===== src/rtl/id_stage_queued.sv =====
// Decode stage: valid/ready intake, register-file operand fetch, busy-bit scoreboard, and in-order output queue on req/ack.
// Optional macro ID_STALL_CNT_EN enables the 16-bit saturating hazard-stall counter.

`ifndef OP_MOV
`define OP_MOV            5'h00
`define OP_ADD            5'h01
`define OP_SUB            5'h02
`define OP_AND            5'h03
`define OP_OR             5'h04
`define OP_NOT            5'h05
`define OP_CMP            5'h06
`define OP_MULT           5'h07
`define OP_DIV            5'h08
`define OP_OB_CHECK       5'h09
`define OP_VELOCITY_GUARD 5'h0A
`define OP_MOVE_LEFT      5'h0B
`define OP_MOVE_RIGHT     5'h0C
`define OP_STOP           5'h0D
`define OP_CONTINUE       5'h0E
`endif

module id_stage_queued #(
  parameter int DATA_W     = 16,
  parameter int REG_AW     = 4,
  parameter int OPC_W      = 5,
  parameter int INSTR_W    = 32,
  parameter int FIFO_DEPTH = 4,
  localparam int PKT_W     = 1 + 2*DATA_W + OPC_W + REG_AW
) (
  input  logic               clk,
  input  logic               reset,
  input  logic               in_valid,
  output logic               in_ready,
  input  logic [INSTR_W-1:0] instruction,
  output logic [REG_AW-1:0]  rf_addr_a,
  output logic [REG_AW-1:0]  rf_addr_b,
  input  logic [DATA_W-1:0]  reg_out_A,
  input  logic [DATA_W-1:0]  reg_out_B,
  input  logic               wb_valid,
  input  logic [REG_AW-1:0]  wb_addr,
  output logic [PKT_W-1:0]   handshake_data,
  output logic               req,
  input  logic               ack,
  output logic [15:0]        stall_cnt
);

  localparam int PTR_W = $clog2(FIFO_DEPTH);
  localparam int CNT_W = PTR_W + 1;
  localparam int NREG  = 1 << REG_AW;

  logic [OPC_W-1:0]  w_opcode;
  logic [REG_AW-1:0] w_rd;
  logic [REG_AW-1:0] w_rs1;
  logic [REG_AW-1:0] w_rs2;
  logic              w_is_reg;
  logic              w_is_ctrl;
  logic              w_hazard;
  logic              w_full;
  logic              w_push;
  logic              w_pop;
  logic [PKT_W-1:0]  w_pkt;
  logic              w_unused;

  logic [PKT_W-1:0]  r_mem [FIFO_DEPTH];
  logic [PTR_W-1:0]  r_wr_ptr;
  logic [PTR_W-1:0]  r_rd_ptr;
  logic [CNT_W-1:0]  r_count;
  logic [NREG-1:0]   r_busy;

  assign w_opcode  = instruction[INSTR_W-1 -: OPC_W];
  assign w_rd      = instruction[INSTR_W-OPC_W-1 -: REG_AW];
  assign w_rs1     = instruction[INSTR_W-OPC_W-REG_AW-1 -: REG_AW];
  assign w_rs2     = instruction[INSTR_W-OPC_W-2*REG_AW-1 -: REG_AW];
  assign w_unused  = ^instruction;
  assign rf_addr_a = w_rs1;
  assign rf_addr_b = w_rs2;

  always_comb begin
    w_is_reg  = 1'b0;
    w_is_ctrl = 1'b0;
    case (w_opcode)
      `OP_MOV, `OP_ADD, `OP_SUB, `OP_AND, `OP_OR, `OP_NOT, `OP_CMP,
      `OP_MULT, `OP_DIV, `OP_OB_CHECK, `OP_VELOCITY_GUARD: w_is_reg = 1'b1;
      `OP_MOVE_LEFT, `OP_MOVE_RIGHT, `OP_STOP, `OP_CONTINUE: w_is_ctrl = 1'b1;
      default: ;
    endcase
  end

  // Only register-class instructions read or write the register file, so only they can hazard.
  assign w_hazard = w_is_reg && (r_busy[w_rs1] || r_busy[w_rs2] || r_busy[w_rd]);
  assign w_full   = (r_count == CNT_W'(FIFO_DEPTH));
  assign in_ready = !reset && !w_full && !w_hazard;
  assign w_push   = in_valid && in_ready;
  assign req      = (r_count != '0);
  assign w_pop    = req && ack;

  assign w_pkt = { !(w_is_reg || w_is_ctrl),
                   w_is_reg ? reg_out_B : {DATA_W{1'b0}},
                   w_is_reg ? reg_out_A : {DATA_W{1'b0}},
                   w_opcode, w_rd };

  assign handshake_data = req ? r_mem[r_rd_ptr] : '0;

  always_ff @(posedge clk) begin
    if (w_push) r_mem[r_wr_ptr] <= w_pkt;
  end

  always_ff @(posedge clk) begin
    if (reset) begin
      r_wr_ptr <= '0;
      r_rd_ptr <= '0;
      r_count  <= '0;
    end else begin
      if (w_push) r_wr_ptr <= r_wr_ptr + 1'b1;
      if (w_pop)  r_rd_ptr <= r_rd_ptr + 1'b1;
      if (w_push && !w_pop)      r_count <= r_count + 1'b1;
      else if (!w_push && w_pop) r_count <= r_count - 1'b1;
    end
  end

  // Set on accept wins over a same-cycle writeback clear to the same register.
  generate
    for (genvar gi = 0; gi < NREG; gi++) begin : g_busy
      always_ff @(posedge clk) begin
        if (reset)
          r_busy[gi] <= 1'b0;
        else if (w_push && w_is_reg && (w_rd == REG_AW'(gi)))
          r_busy[gi] <= 1'b1;
        else if (wb_valid && (wb_addr == REG_AW'(gi)))
          r_busy[gi] <= 1'b0;
      end
    end
  endgenerate

`ifdef ID_STALL_CNT_EN
  logic [15:0] r_stall_cnt;

  always_ff @(posedge clk) begin
    if (reset)
      r_stall_cnt <= 16'h0;
    else if (in_valid && w_hazard && !w_full && (r_stall_cnt != 16'hFFFF))
      r_stall_cnt <= r_stall_cnt + 16'h1;
  end

  assign stall_cnt = r_stall_cnt;
`else
  assign stall_cnt = 16'h0;
`endif

endmodule


===== config.mk =====
export PLATFORM = sky130hd
export DESIGN_NAME = id_stage_queued
export DESIGN_NICKNAME = d
export VERILOG_FILES = /design/src/rtl/id_stage_queued.sv
export SDC_FILE = /design/constraint.sdc
export NUM_CORES = 1
export LEC_CHECK = 0
export BUFFER_PORTS_ARGS = -buffer_cell sky130_fd_sc_hd__buf_2
export CORE_MARGIN = 3
export CORE_UTILIZATION = 56
export CTS_BUF_LIST = sky130_fd_sc_hd__clkbuf_16
export CTS_CLUSTER_DIAMETER = 80
export DETAILED_ROUTE_END_ITERATION = 6
export GPL_ROUTABILITY_DRIVEN = 0
export PLACE_DENSITY = 0.79
export SYNTH_ARGS = -nofsm -noshare
export SYNTH_HDL_FRONTEND = slang
export SYNTH_SLANG_ARGS = --single-unit
export TNS_END_PERCENT = 100

===== constraint.sdc =====
create_clock -name clk -period 5.31 [get_ports clk]
set_input_delay 1.3275 -clock clk [delete_from_list [all_inputs] [get_ports clk]]
set_output_delay 1.3275 -clock clk [all_outputs]
set_load 0.005 [all_outputs]

==> flow_metrics.env <==
export IMPL_status="complete, no violations"
export IMPL_die_h_microns=128
export IMPL_cts_tree="yes"
export IMPL_timing_final_crit_share_pct=83.3
export IMPL_skew_ns=0.00792
export IMPL_ctsHoldBuffers=0
export IMPL_drt_iter0_markers=369
export IMPL_drv_cap=0
export IMPL_fin_crit_ns=4.42
export IMPL_r2r_start="r_busy[3]$_SDFFE_PP0P_"
export IMPL_dpl_cell_count=775
export IMPL_ant_nets=0
export IMPL_ios=141
export IMPL_slowest_delay_ns=0.57
export IMPL_synth_warnings=0
export IMPL_drive_gt1_share_pct=33.4
export IMPL_routed_via_density=5.91
export IMPL_synthArstFlopShare_pct=0
export IMPL_ys_seq_area_share_pct=66.2
export IMPL_avgSynthCellArea_sq_um=16.5
export IMPL_relSlewSlack_pct=23.3
export IMPL_worstSetupStartpointType="input pin"
export IMPL_synth_area_sq_um=8380
export IMPL_hold_slack_ns=0.517
export IMPL_finalSetupViolations=0
export IMPL_crit_type="input pin to primary output"
export IMPL_synth_edf_count=168
export IMPL_dieArea_sq_um=16500
export IMPL_numCtsBuffers=17
export IMPL_firstDrtPassIters=5
export IMPL_rr_worst_depth=11
export IMPL_cp_buffers_inverters=2
export IMPL_tightest_slew_ns=1.15
export IMPL_synth_flop_cell="edfxtp_1"
export IMPL_fmax_ghz=0.226
export IMPL_clock_latency_ns=0.43
export IMPL_htree_levels=4
export IMPL_r2r_end="r_count[2]$_SDFFE_PP0P_"
export IMPL_die_w_microns=128
export IMPL_coreArea_sq_um=14600
export IMPL_drcViolationCount=0
export IMPL_critPathMaxFanout=7
export IMPL_initial_core_util_pct=57.4
export IMPL_rsz0062_at_grt="false"
export IMPL_grt_pass1_vias=4894
export IMPL_slowest_stage="mux4_1"
export IMPL_critPathRequiredTime_ns=3.98
export IMPL_synth_largest_area_cell="edfxtp_1"
export IMPL_p_leak_nw=3.43
export IMPL_stdcell_count=808
export IMPL_critPathMostFrequentCell="buf_2"
export IMPL_portBuffers=109
export IMPL_crit_family="simple AND/OR/NAND/NOR gates"
export IMPL_antenna_found_initial=0
export IMPL_hold_path_class="flip-flop to flip-flop"
export IMPL_post_cts_buffers=0
export IMPL_syn_inst=509
export IMPL_rows=44
export IMPL_place_hpwl_mm=10.4
export IMPL_synth_cell_type_count=40
export IMPL_synth_top_area_share_pct=60.2
export IMPL_report_final_hold_viol_count=0
export IMPL_hold_end="r_wr_ptr[0]$_SDFFE_PP0P_"
export IMPL_clock_root_buffer="clkbuf_16"
export IMPL_synthTopCellsByArea="edfxtp_1 (60%), mux4_2 (13%), dfxtp_1 (6.0%)"
export IMPL_tns_ns=0
export IMPL_grt_overflow=0
export IMPL_cp_arrival_ns=3.09
export IMPL_wl_per_cell_microns=20.3
export IMPL_cts_max_path_buffers=2
export IMPL_vias=4776
export IMPL_finalMaxSlewViolations=0
export IMPL_grt_pass1_wl_mm=25.6
export IMPL_hold_depth=2
export IMPL_nNetsFinal=689
export IMPL_area_growth_pct=14.1
export IMPL_cp_cell_sequence="buf_2 > mux4_1 > and3b_1 > nor4_4 > a31o_2 > and2_1 > buf_2"
export IMPL_cts_clk_slew_worst_paths_ns=0.06
export IMPL_end_kind="primary output"
export IMPL_grt_max_degree=43
export IMPL_cts_sinks=193
export IMPL_ys_ff_latch=193
export IMPL_min_from="r_wr_ptr[0]$_SDFFE_PP0P_"
export IMPL_wl_mm=16.4
export IMPL_grtUsageTotal_pct=20.5
export IMPL_postCtsResizedCells=0
export IMPL_power_density_nw_per_um2=406
export IMPL_reg2reg_slack_ns=2.32
export IMPL_peakVddDrop_v=0.000265
flip-flops by register name, summed over array words and instances, names as in the netlist, named ones only:
name,count
r_busy,16
r_count,3
r_mem,168
r_rd_ptr,2
r_wr_ptr,2
cell type report:
type,instances,area [sq um]
Sequential cell,193,5550
Fill cell,1030,5030
Multi-Input combinational cell,275,2570
Timing Repair Buffer,118,613
Clock buffer,20,500
Tap cell,184,230
Clock inverter,12,73.8
Inverter,5,18.8
Antenna cell,1,2.50
where the power goes:
| part | total (W) | switching, W | internal, W |
|---|---|---|---|
| Clock | 0.00121 | 0.000532 | 0.000680 |
| Sequential | 0.00187 | 0.000141 | 0.00173 |
| Combinational | 0.000804 | 0.000336 | 0.000468 |
| Total | 0.00389 | 0.00101 | 0.00288 |
layer usage:
metal / up-vias / part of all wire (%) / GRT usage, % / wire length, microns
met2: 190 / 52 / 34.5 / 8440
met5: - / 0 / 0 / 0
met1: 2415 / 39 / 26.2 / 6420
met4: 0 / 2.1 / 7.30 / 352
met3: 32 / 7.2 / 5.21 / 1170
li1: 2139 / - / - / -
metrics by stage:
step / power, W / setup WS [ns] / util [%] / cell area [sq um]
final: 0.00389 / 0.889 / 65.5 / 9560
after global routing: 0.00407 / 0.794 / 65.5 / 9560
after detailed placement: 0.00272 / 0.897 / 61.6 / 8990
after CTS: 0.00393 / 0.882 / 65.5 / 9560
after floorplan: 0.00241 / 1.22 / - / 8430
after global placement: 0.00270 / 0.917 / 61.6 / 8990
cell usage after synthesis (2+ instances only):
library cell	n
mux2i_1	9
a21oi_1	21
clkbuf_1	21
mux4_2	48
or3b_2	2
and3_1	5
nand4_1	16
and2_1	78
dfxtp_1	25
nand3b_1	3
or3_1	3
a21o_1	2
ha_1	5
nand2b_1	3
nor2b_1	3
edfxtp_1	168
xor2_1	4
o32ai_1	2
nor2_1	11
o21ai_0	19
mux4_1	3
nand2_1	6
buf_2	4
nand3_1	5
inv_1	5
buf_4	24
layout by cell type, fill, tap and decap left out, types with 5 or more instances in the layout:
| cell | n |
|---|---|
| a21oi_1 | 20 |
| and2_1 | 78 |
| buf_2 | 109 |
| buf_4 | 9 |
| clkbuf_16 | 20 |
| conb_1 | 16 |
| dfxtp_1 | 23 |
| edfxtp_1 | 168 |
| ha_1 | 5 |
| inv_1 | 5 |
| mux2i_1 | 9 |
| mux4_2 | 48 |
| nand2_1 | 6 |
| nand3_1 | 5 |
| nand4_1 | 16 |
| nor2_1 | 11 |
| o21ai_0 | 19 |
logic make-up (layout without fill, tap and decap cells):
family                     count (synthesis)  in the layout  synth area share (%)
muxes                                     60             60                  14.9
xor gates and xnor gates                   4              4                 0.418
and+or+nand+nor                          140            140                  10.3
adders and majority gates                  6              6                 0.986
DFF                                      193            193                  66.2
other                                      1             17                0.0448
AOI/OAI and AO/OA                         49             49                  3.30
buffers and inverters                     56            155                  3.87
worst reg2reg max path: stages (launching register included):
cell     delay, ns
dfxtp_1       0.35
mux4_1        0.52
and3b_1       0.20
nor4_4        0.28
a31oi_1       0.17
nor2_1        0.14
ha_1          0.20
inv_1         0.06
fa_1          0.37
xor2_1        0.18
or3_1         0.32
a21oi_1       0.14
worst max-delay path by stage:
stage | startpoint | to | slack (ns) | cells past startpoint
floorplan | instruction[24] | r_mem[0][0]$_DFFE_PP_ | 1.22 | 6
global placement | instruction[15] | in_ready | 0.92 | 7
detailed placement | instruction[15] | in_ready | 0.90 | 7
CTS | instruction[15] | in_ready | 0.88 | 7
global route | instruction[15] | in_ready | 0.79 | 7
finish | instruction[15] | in_ready | 0.89 | 7
Power figures use the tool's default switching activity.
